==> src/rtl/fifo_pkg.sv <==
// Shared FIFO definitions: default depth, Gray/binary conversions, FWFT output states.
// Conversions work on a zero-extended wide word, so one function serves any pointer width.
package fifo_pkg;

  localparam int ADDRESS_WIDTH_DEF = 4;
  localparam int GRAY_MAX_W        = 32;

  typedef logic [GRAY_MAX_W-1:0] gray_word_t;

  typedef enum logic {
    HOLD_EMPTY = 1'b0,
    HOLD_FULL  = 1'b1
  } out_state_t;

  function automatic gray_word_t bin2gray(input gray_word_t b);
    return b ^ (b >> 1);
  endfunction

  // Zero bits above the real width leave the prefix XOR unaffected.
  function automatic gray_word_t gray2bin(input gray_word_t g);
    gray_word_t b;
    b[GRAY_MAX_W-1] = g[GRAY_MAX_W-1];
    for (int i = GRAY_MAX_W - 2; i >= 0; i--) begin
      b[i] = b[i+1] ^ g[i];
    end
    return b;
  endfunction

endpackage

==> src/rtl/fwft_out_reg.sv <==
// First-word-fall-through holding register with valid/ready handshake.
// A pop loads (or refills on a same-cycle accept); an accept without pop empties it.
module fwft_out_reg
  import fifo_pkg::*;
#(
  parameter int DATA_WIDTH = 8
) (
  input  logic                  CLK,
  input  logic                  RST,
  input  logic                  pop,
  input  logic [DATA_WIDTH-1:0] RD_data,
  input  logic                  OUT_ready,
  output logic [DATA_WIDTH-1:0] OUT_data,
  output logic                  OUT_valid
);

  out_state_t            state_reg;
  logic [DATA_WIDTH-1:0] data_reg;

  always_ff @(posedge CLK or negedge RST) begin
    if (!RST) begin
      state_reg <= HOLD_EMPTY;
      data_reg  <= '0;
    end else if (pop) begin
      data_reg  <= RD_data;
      state_reg <= HOLD_FULL;
    end else if (OUT_ready) begin
      state_reg <= HOLD_EMPTY;
    end
  end

  assign OUT_data  = data_reg;
  assign OUT_valid = (state_reg == HOLD_FULL);

endmodule

==> src/rtl/rd_empty_fwft.sv <==
// Read-side controller of the asynchronous FIFO: read pointer, EMPTY/LEVEL/ALMOST_EMPTY
// flags, and an FWFT output stage fed from the memory read port.
module rd_empty_fwft
  import fifo_pkg::*;
#(
  parameter int ADDRESS_WIDTH = ADDRESS_WIDTH_DEF,
  parameter int DATA_WIDTH    = 8,
  parameter int AE_THRESH     = 2
) (
  input  logic                     CLK,
  input  logic                     RST,
  input  logic [ADDRESS_WIDTH:0]   Rq2_Wptr,
  input  logic [DATA_WIDTH-1:0]    RD_data,
  output logic [ADDRESS_WIDTH-1:0] R_addr,
  output logic [ADDRESS_WIDTH:0]   R_ptr,
  output logic                     EMPTY,
  output logic [ADDRESS_WIDTH:0]   LEVEL,
  output logic                     ALMOST_EMPTY,
  output logic [DATA_WIDTH-1:0]    OUT_data,
  output logic                     OUT_valid,
  input  logic                     OUT_ready
);

  localparam int PW = ADDRESS_WIDTH + 1;

  logic [PW-1:0] bin_ptr_reg;
  logic [PW-1:0] gray_ptr_reg;
  logic          empty_reg;
  logic [PW-1:0] level_reg;
  logic          ae_reg;

  logic          pop;
  logic [PW-1:0] bin_ptr_next;
  logic [PW-1:0] gray_ptr_next;
  logic [PW-1:0] wbin;
  logic [PW-1:0] level_next;

  assign pop           = !empty_reg && (!OUT_valid || OUT_ready);
  assign bin_ptr_next  = bin_ptr_reg + PW'(pop);
  assign gray_ptr_next = PW'(bin2gray(GRAY_MAX_W'(bin_ptr_next)));
  assign wbin          = PW'(gray2bin(GRAY_MAX_W'(Rq2_Wptr)));
  // Flags look at the post-pop pointer so popping the last word raises EMPTY at once.
  assign level_next    = wbin - bin_ptr_next;

  always_ff @(posedge CLK or negedge RST) begin
    if (!RST) begin
      bin_ptr_reg  <= '0;
      gray_ptr_reg <= '0;
      empty_reg    <= 1'b1;
      level_reg    <= '0;
      ae_reg       <= 1'b1;
    end else begin
      bin_ptr_reg  <= bin_ptr_next;
      gray_ptr_reg <= gray_ptr_next;
      empty_reg    <= (gray_ptr_next == Rq2_Wptr);
      level_reg    <= level_next;
      ae_reg       <= (level_next <= PW'(AE_THRESH));
    end
  end

  fwft_out_reg #(
    .DATA_WIDTH(DATA_WIDTH)
  ) u_out (
    .CLK      (CLK),
    .RST      (RST),
    .pop      (pop),
    .RD_data  (RD_data),
    .OUT_ready(OUT_ready),
    .OUT_data (OUT_data),
    .OUT_valid(OUT_valid)
  );

  assign R_addr       = bin_ptr_reg[ADDRESS_WIDTH-1:0];
  assign R_ptr        = gray_ptr_reg;
  assign EMPTY        = empty_reg;
  assign LEVEL        = level_reg;
  assign ALMOST_EMPTY = ae_reg;

endmodule

==> config.mk <==
export PLATFORM = sky130hd
export DESIGN_NAME = rd_empty_fwft
export DESIGN_NICKNAME = d
export VERILOG_FILES = /design/src/rtl/fifo_pkg.sv /design/src/rtl/fwft_out_reg.sv /design/src/rtl/rd_empty_fwft.sv
export SDC_FILE = /design/constraint.sdc
export NUM_CORES = 1
export LEC_CHECK = 0
export ABC_CLOCK_PERIOD_IN_PS = 3300
export CAP_MARGIN = 20
export CELL_PAD_IN_SITES_DETAIL_PLACEMENT = 0
export CELL_PAD_IN_SITES_GLOBAL_PLACEMENT = 1
export CORE_MARGIN = 2
export CORE_UTILIZATION = 37
export CTS_BUF_LIST = sky130_fd_sc_hd__clkbuf_8
export DETAILED_ROUTE_END_ITERATION = 8
export GPL_ROUTABILITY_DRIVEN = 1
export GPL_TIMING_DRIVEN = 0
export PLACE_DENSITY = 0.84
export SLEW_MARGIN = 0
export SYNTH_ARGS = -nofsm -noshare
export SYNTH_HDL_FRONTEND = slang
export SYNTH_SLANG_ARGS = --single-unit
export TNS_END_PERCENT = 50
==> constraint.sdc <==
create_clock -name CLK -period 3.3 [get_ports CLK]
set_input_delay 0.495 -clock CLK [delete_from_list [all_inputs] [get_ports CLK]]
set_output_delay 0.495 -clock CLK [all_outputs]
set_load 0.03 [all_outputs]
# Word level (Yosys, flattened, before mapping)
# Cells that the tools add are included.
[totals] regBits=26 out_inout_bits=25 wordCells=23
[classes] order_cmp=1 addsub=2 n_mux=2 n_eq_ne=1 n_reduce_logical=5 bitwise=5
[op_table] operator="$add A5 B1 Y5" n=1
[op_table] operator="$eq A5 B5 Y1" n=1
[op_table] operator="$le A5 B2 Y1 const B" n=1
[op_table] operator="$sub A5 B5 Y5" n=1
[op_table] operator="$xor A5 B4 Y5" n=1
[op_table] operator="$xor A1 B1 Y1" n=4
[op_table] operator="$logic_not A1 Y1" n=2
[op_table] operator="$mux W1" n=2
[op_table] operator="$reduce_bool A2 Y1" n=1
[op_table] operator="$logic_and A1 B1 Y1" n=1
[op_table] operator="$logic_or A1 B1 Y1" n=1

# Logic depth before layout (Yosys ltp)
[depth] depth_word=6 mapped_depth=11

# Modules after synthesis
# From an unflattened synthesis, not the netlist that was laid out.
[unflattened] hier_cells=91 hier_area_um2=1221.2
[by_module_without_submodules] module="rd_empty_fwft" area_per_inst_um2=852.1 n_inst=1 cells_each=71 seq_area_each_um2=402.9
[by_module_without_submodules] module="fwft_out_reg" area_per_inst_um2=369.1 n_inst=1 cells_each=20 seq_area_each_um2=225.2

# Worst setup path before layout
# No wires, ideal clock.
[synth_path] path_kind="register -> register" start="register u_out.state_reg (netlist: u_out.OUT_valid)" end="register ae_reg (netlist: ALMOST_EMPTY)" t_arrival_ns=3.074 setup_ns=0.081 setup_slack_ns=0.145 path_stages_with_launch=11 path_buffers=0 required_ns=3.219 path_cell_list="dfrtp_1 a21oi_1 ha_1 nand3_1 xor2_1 ha_1 nand2b_1 nor2_1 o21ai_0 or4b_4 a211oi_2"
[synth_via] elab_chain_cells=6
[synth_rtl] item="start: declaration" line="fwft_out_reg.sv:17" source="out_state_t state_reg;"
[synth_rtl] item="start signal: assignment" line="fwft_out_reg.sv:22" source="state_reg <= HOLD_EMPTY;"
[synth_rtl] item="start signal: assignment" line="fwft_out_reg.sv:26" source="state_reg <= HOLD_FULL;"
[synth_rtl] item="start signal: assignment" line="fwft_out_reg.sv:28" source="state_reg <= HOLD_EMPTY;"
[synth_rtl] item="$logic_not A1 Y1" line="rd_empty_fwft.sv:38" source="assign pop = !empty_reg && (!OUT_valid || OUT_ready);"
[synth_rtl] item="$logic_or A1 B1 Y1" line="rd_empty_fwft.sv:38"
[synth_rtl] item="$logic_and A1 B1 Y1" line="rd_empty_fwft.sv:38"
[synth_rtl] item="named net pop" line="rd_empty_fwft.sv:32" source="logic pop;"
[synth_rtl] item="$add A5 B1 Y5" line="rd_empty_fwft.sv:39" source="assign bin_ptr_next = bin_ptr_reg + PW'(pop);"
[synth_rtl] item="$sub A5 B5 Y5" line="rd_empty_fwft.sv:43" source="assign level_next = wbin - bin_ptr_next;"
[synth_rtl] item="named net level_next[3]" line="rd_empty_fwft.sv:36" source="logic [PW-1:0] level_next;"
[synth_rtl] item="$le A5 B2 Y1" line="rd_empty_fwft.sv:57" source="ae_reg <= (level_next <= PW'(AE_THRESH));"
[synth_rtl] item="end signal: assignment" line="rd_empty_fwft.sv:57"
[synth_rtl] item="end: declaration" line="rd_empty_fwft.sv:30" source="logic ae_reg;"
# The timed path passes the listed nets, and every way through them passes these cells.
# A chain may end at the register's enable or synchronous reset.

# Worst setup path after layout
[layout_path] start="input port OUT_ready" end="register ae_reg (netlist: ALMOST_EMPTY)"
[layout_via] elab_chain_cells=5
[layout_rtl] item="start: declaration" line="rd_empty_fwft.sv:21" source="input logic OUT_ready"
[layout_rtl] item="$logic_or A1 B1 Y1" line="rd_empty_fwft.sv:38"
[layout_rtl] item="$logic_and A1 B1 Y1" line="rd_empty_fwft.sv:38"
[layout_rtl] item="named net pop" line="rd_empty_fwft.sv:32"
[layout_rtl] item="$add A5 B1 Y5" line="rd_empty_fwft.sv:39"
[layout_rtl] item="$sub A5 B5 Y5" line="rd_empty_fwft.sv:43"
[layout_rtl] item="named net level_next[3]" line="rd_empty_fwft.sv:36"
[layout_rtl] item="$le A5 B2 Y1" line="rd_empty_fwft.sv:57"
# The timed path passes the listed nets, and every way through them passes these cells.

==> results.md <==
- Core ar.: approximately 3400 sq um
- Slew headroom: between 60% and 70%
- Routed WL per cell: about 13 um
- I/O Buffers: 40
- Post-synthesis net count: approximately 130
- Largest area contributor in the netlist: dfrtp_1
- Crit path launch type: input pin
- Switch share: between 40% and 50%
- Fillcell total: approximately 290
- DRT iter0 DRCs: 19
- Ys async rst share: 100.0%
- Outcome: completed
- Hold Path Class: in -> async
- Placed Cells: about 200
- Layout cells sized above 1: 17.72%
- Post-Synthesis Cell Area: ~1300 sq um
- First-pass GRT wire length: approximately 4.4 mm
- Final Slew Violations: 0
- Top post-synthesis cells by area: dfrtp_1, mux2_2, ha_1
- Yosys cell types: 32
- CP required: 3490 ps
- Most numerous cell in the Yosys netlist: dfrtp_1
- I/O pin count: between 40 and 50
- Initial Utilization: 38.99%
- VDD IR max: slightly below 0.5 mV
- Ys flop type: dfrtp_1
- Syn Area/Cell: about 12 sq um
- CTS H-tree lvls: 1
- Largest net degree at the start of global routing: 26
- Clock power share: 8.0%
- CTS tree: done
- Drt via density: roughly 4.7
- Setup violators final: 0
- GPL Wtd Cong: between 0.7 and 0.8
- Total number of vias: approximately 960
- GRT Util Overall: 13.72%
- P_sw: between 0.9 and 1 mW
- Flops & latches, synth: 25
- TritonRoute pass-1 iters: 4
- # rows: 21
- Maximum fanout along the worst path: 6
- Cts hold-fix bufs: 0
- Yosys warnings: 0
- Clock Tree Root: clkbuf_8
- Die width: 63.53 um
- DRT antenna net count: 0
- Clk slew on worst S/H paths: roughly 80 ps
- Cell Count, Final, Fillers Out: slightly above 200
- Gr ovfl total: 0
- Endpoints failing hold: 0
- Slew @ Worst Pin: 479.5 ps
- CTS sink cnt: 25
- Reg power frac: between 20% and 30%
- Vert. Die Dim: approximately 64 um
- MaxCap Viol Count: 0
- Combinational Power Share: just under 70%
- DRC violation count after routing: 0
- Number of global-route vias before repair: 985
- Num CTS Buffers: 3
- Leak: 0.7914 nW
- PwrDens: 1138 nW/um^2
- Crit path DAT: between 3000 and 4000 ps
- Critical Path End Type: flop
- N_diodes: 0
- RSZ-0062 raised after global routing: false
- Post-synth top area share: between 40 and 50%
- Setup CP Type: in -> reg
- Sequential-to-total area share from yosys stat: 47.90%
- Initial antenna violation count: 0
- Die Area: approximately 4000 sq um
- Cell-internal power: about 1.2 mW
- Skew-Pair Late Insertion Delay: 260 ps
- Largest register FFs: 8
- Fmax: between 300 and 400 MHz
- Post-synth EDFFs: 0
- Final nets: around 180
- Routed WL: ~2.6 mm
- Fin crit period: about 3100 ps
- Period utilisation layout: a little over nine tenths
- Syn Inst Count: 110
- Hpwl dp: between 2 and 2.5 mm
- Post-Route Skew: 2.360 ps
- Final core utilization: about 57%
- Clk buf depth: 2
- Most frequent cells after synthesis: dfrtp_1, xnor2_1, mux2_2
- Synth-to-Final Area Change: 46.76%
[routing by layer]
| layer | vias up | share of wire (%) | GRT usage (%) |
|---|---|---|---|
| li1 | 476 | - | - |
| met1 | 446 | 43 | 16.40 |
| met2 | 32 | 50 | 24.61 |
| met3 | 2 | 6.1 | 3.393 |
| met4 | 0 | 0.50 | 3.261 |
| met5 | - | 0 | 0 |
[worst paths after layout]
| path | from | endpoint | slack [ps] | cells past startpoint |
|---|---|---|---|---|
| min reg2reg | EMPTY | u_out.OUT_valid | 510 | 1 |
| max reg2reg | EMPTY | ALMOST_EMPTY | 450 | 10 |
| max | OUT_ready | ALMOST_EMPTY | 160 | 12 |
| min | RST | bin_ptr_reg[4] | 510 | 1 |
| min in group CLK | EMPTY | u_out.OUT_valid | 510 | 1 |
| max in group asynchronous | RST | ALMOST_EMPTY | 2280 | 2 |
[layout by cell type, fill, tap and decap left out, types with 3 or more instances in the layout]
cell	count
clkdlybuf4s50_1	40
nor2_1	4
xnor2_1	10
nor3b_1	4
inv_1	8
buf_4	3
nand2b_1	3
o21ai_0	4
ha_1	7
clkbuf_8	3
xor2_1	5
nor3_1	5
mux2_2	9
dfrtp_1	23
[logic make-up (layout without fill, tap and decap cells)]
logic type | Yosys count | after routing | share of synthesized area (%)
fa+ha+maj | 7 | 7 | 6.679
flops | 25 | 25 | 47.90
mux | 9 | 9 | 7.729
compound gates | 13 | 13 | 6.775
buf+inv | 8 | 56 | 2.290
simple gates | 29 | 29 | 13.64
xor+xnor | 19 | 19 | 14.98
[layout make-up]
type / instances / area (sq um) / area share [%]
tap: 46 / 57.56 / 2.991
clock buffer: 3 / 41.29 / 2.146
clock inverter: 1 / 5.005 / 0.2601
multi-input combinational: 77 / 711.9 / 37.00
sequential: 25 / 628.1 / 32.64
inverter: 8 / 30.03 / 1.560
timing repair buffer: 44 / 450.4 / 23.41
[through the flow]
step / total power [mW] / hold slack [ps] / setup slack (ps) / TNS [ps] / area (sq um)
6_report: 2.191 / 510.1 / 160.3 / 0 / 1924
5_1_grt: 2.355 / 519.5 / 10.87 / 0 / 1924
4_1_cts: 2.152 / 513.4 / 35.58 / 0 / 1834
3_5_place_dp: 1.962 / 473.7 / -761.2 / -2280 / 1769
3_3_place_gp: 1.931 / 453.2 / -676.0 / -1995 / 1769
2_1_floorplan: 1.513 / 199.4 / 144.5 / 0 / 1311
[power groups by stage]
stage	Sequential (mW)	Clock (mW)	Combinational (mW)
final	0.535	0.174	1.48
after global routing	0.552	0.192	1.61
after CTS	0.529	0.181	1.44
after detailed placement	0.530	0	1.43
after global placement	0.525	0	1.41
after floorplan	0.792	0	0.721
[critical path, cell delays in order]
cell             delay [ps]
clkdlybuf4s50_1         470
inv_1                    70
a21oi_4                 200
ha_1                    220
nand3_1                 190
xor2_4                  230
ha_1                    380
nand2b_1                150
nor2_1                   50
o21ai_0                 160
or4b_4                  500
a211oi_2                200
[repair_timing]
action / CTS / global route
endpoints found under the setup margin: 3 / 4
gates resized for setup: 3 / 4
pin swaps: 0 / 2
setup buffers: 0 / 3
Power figures use the tool's default switching activity.
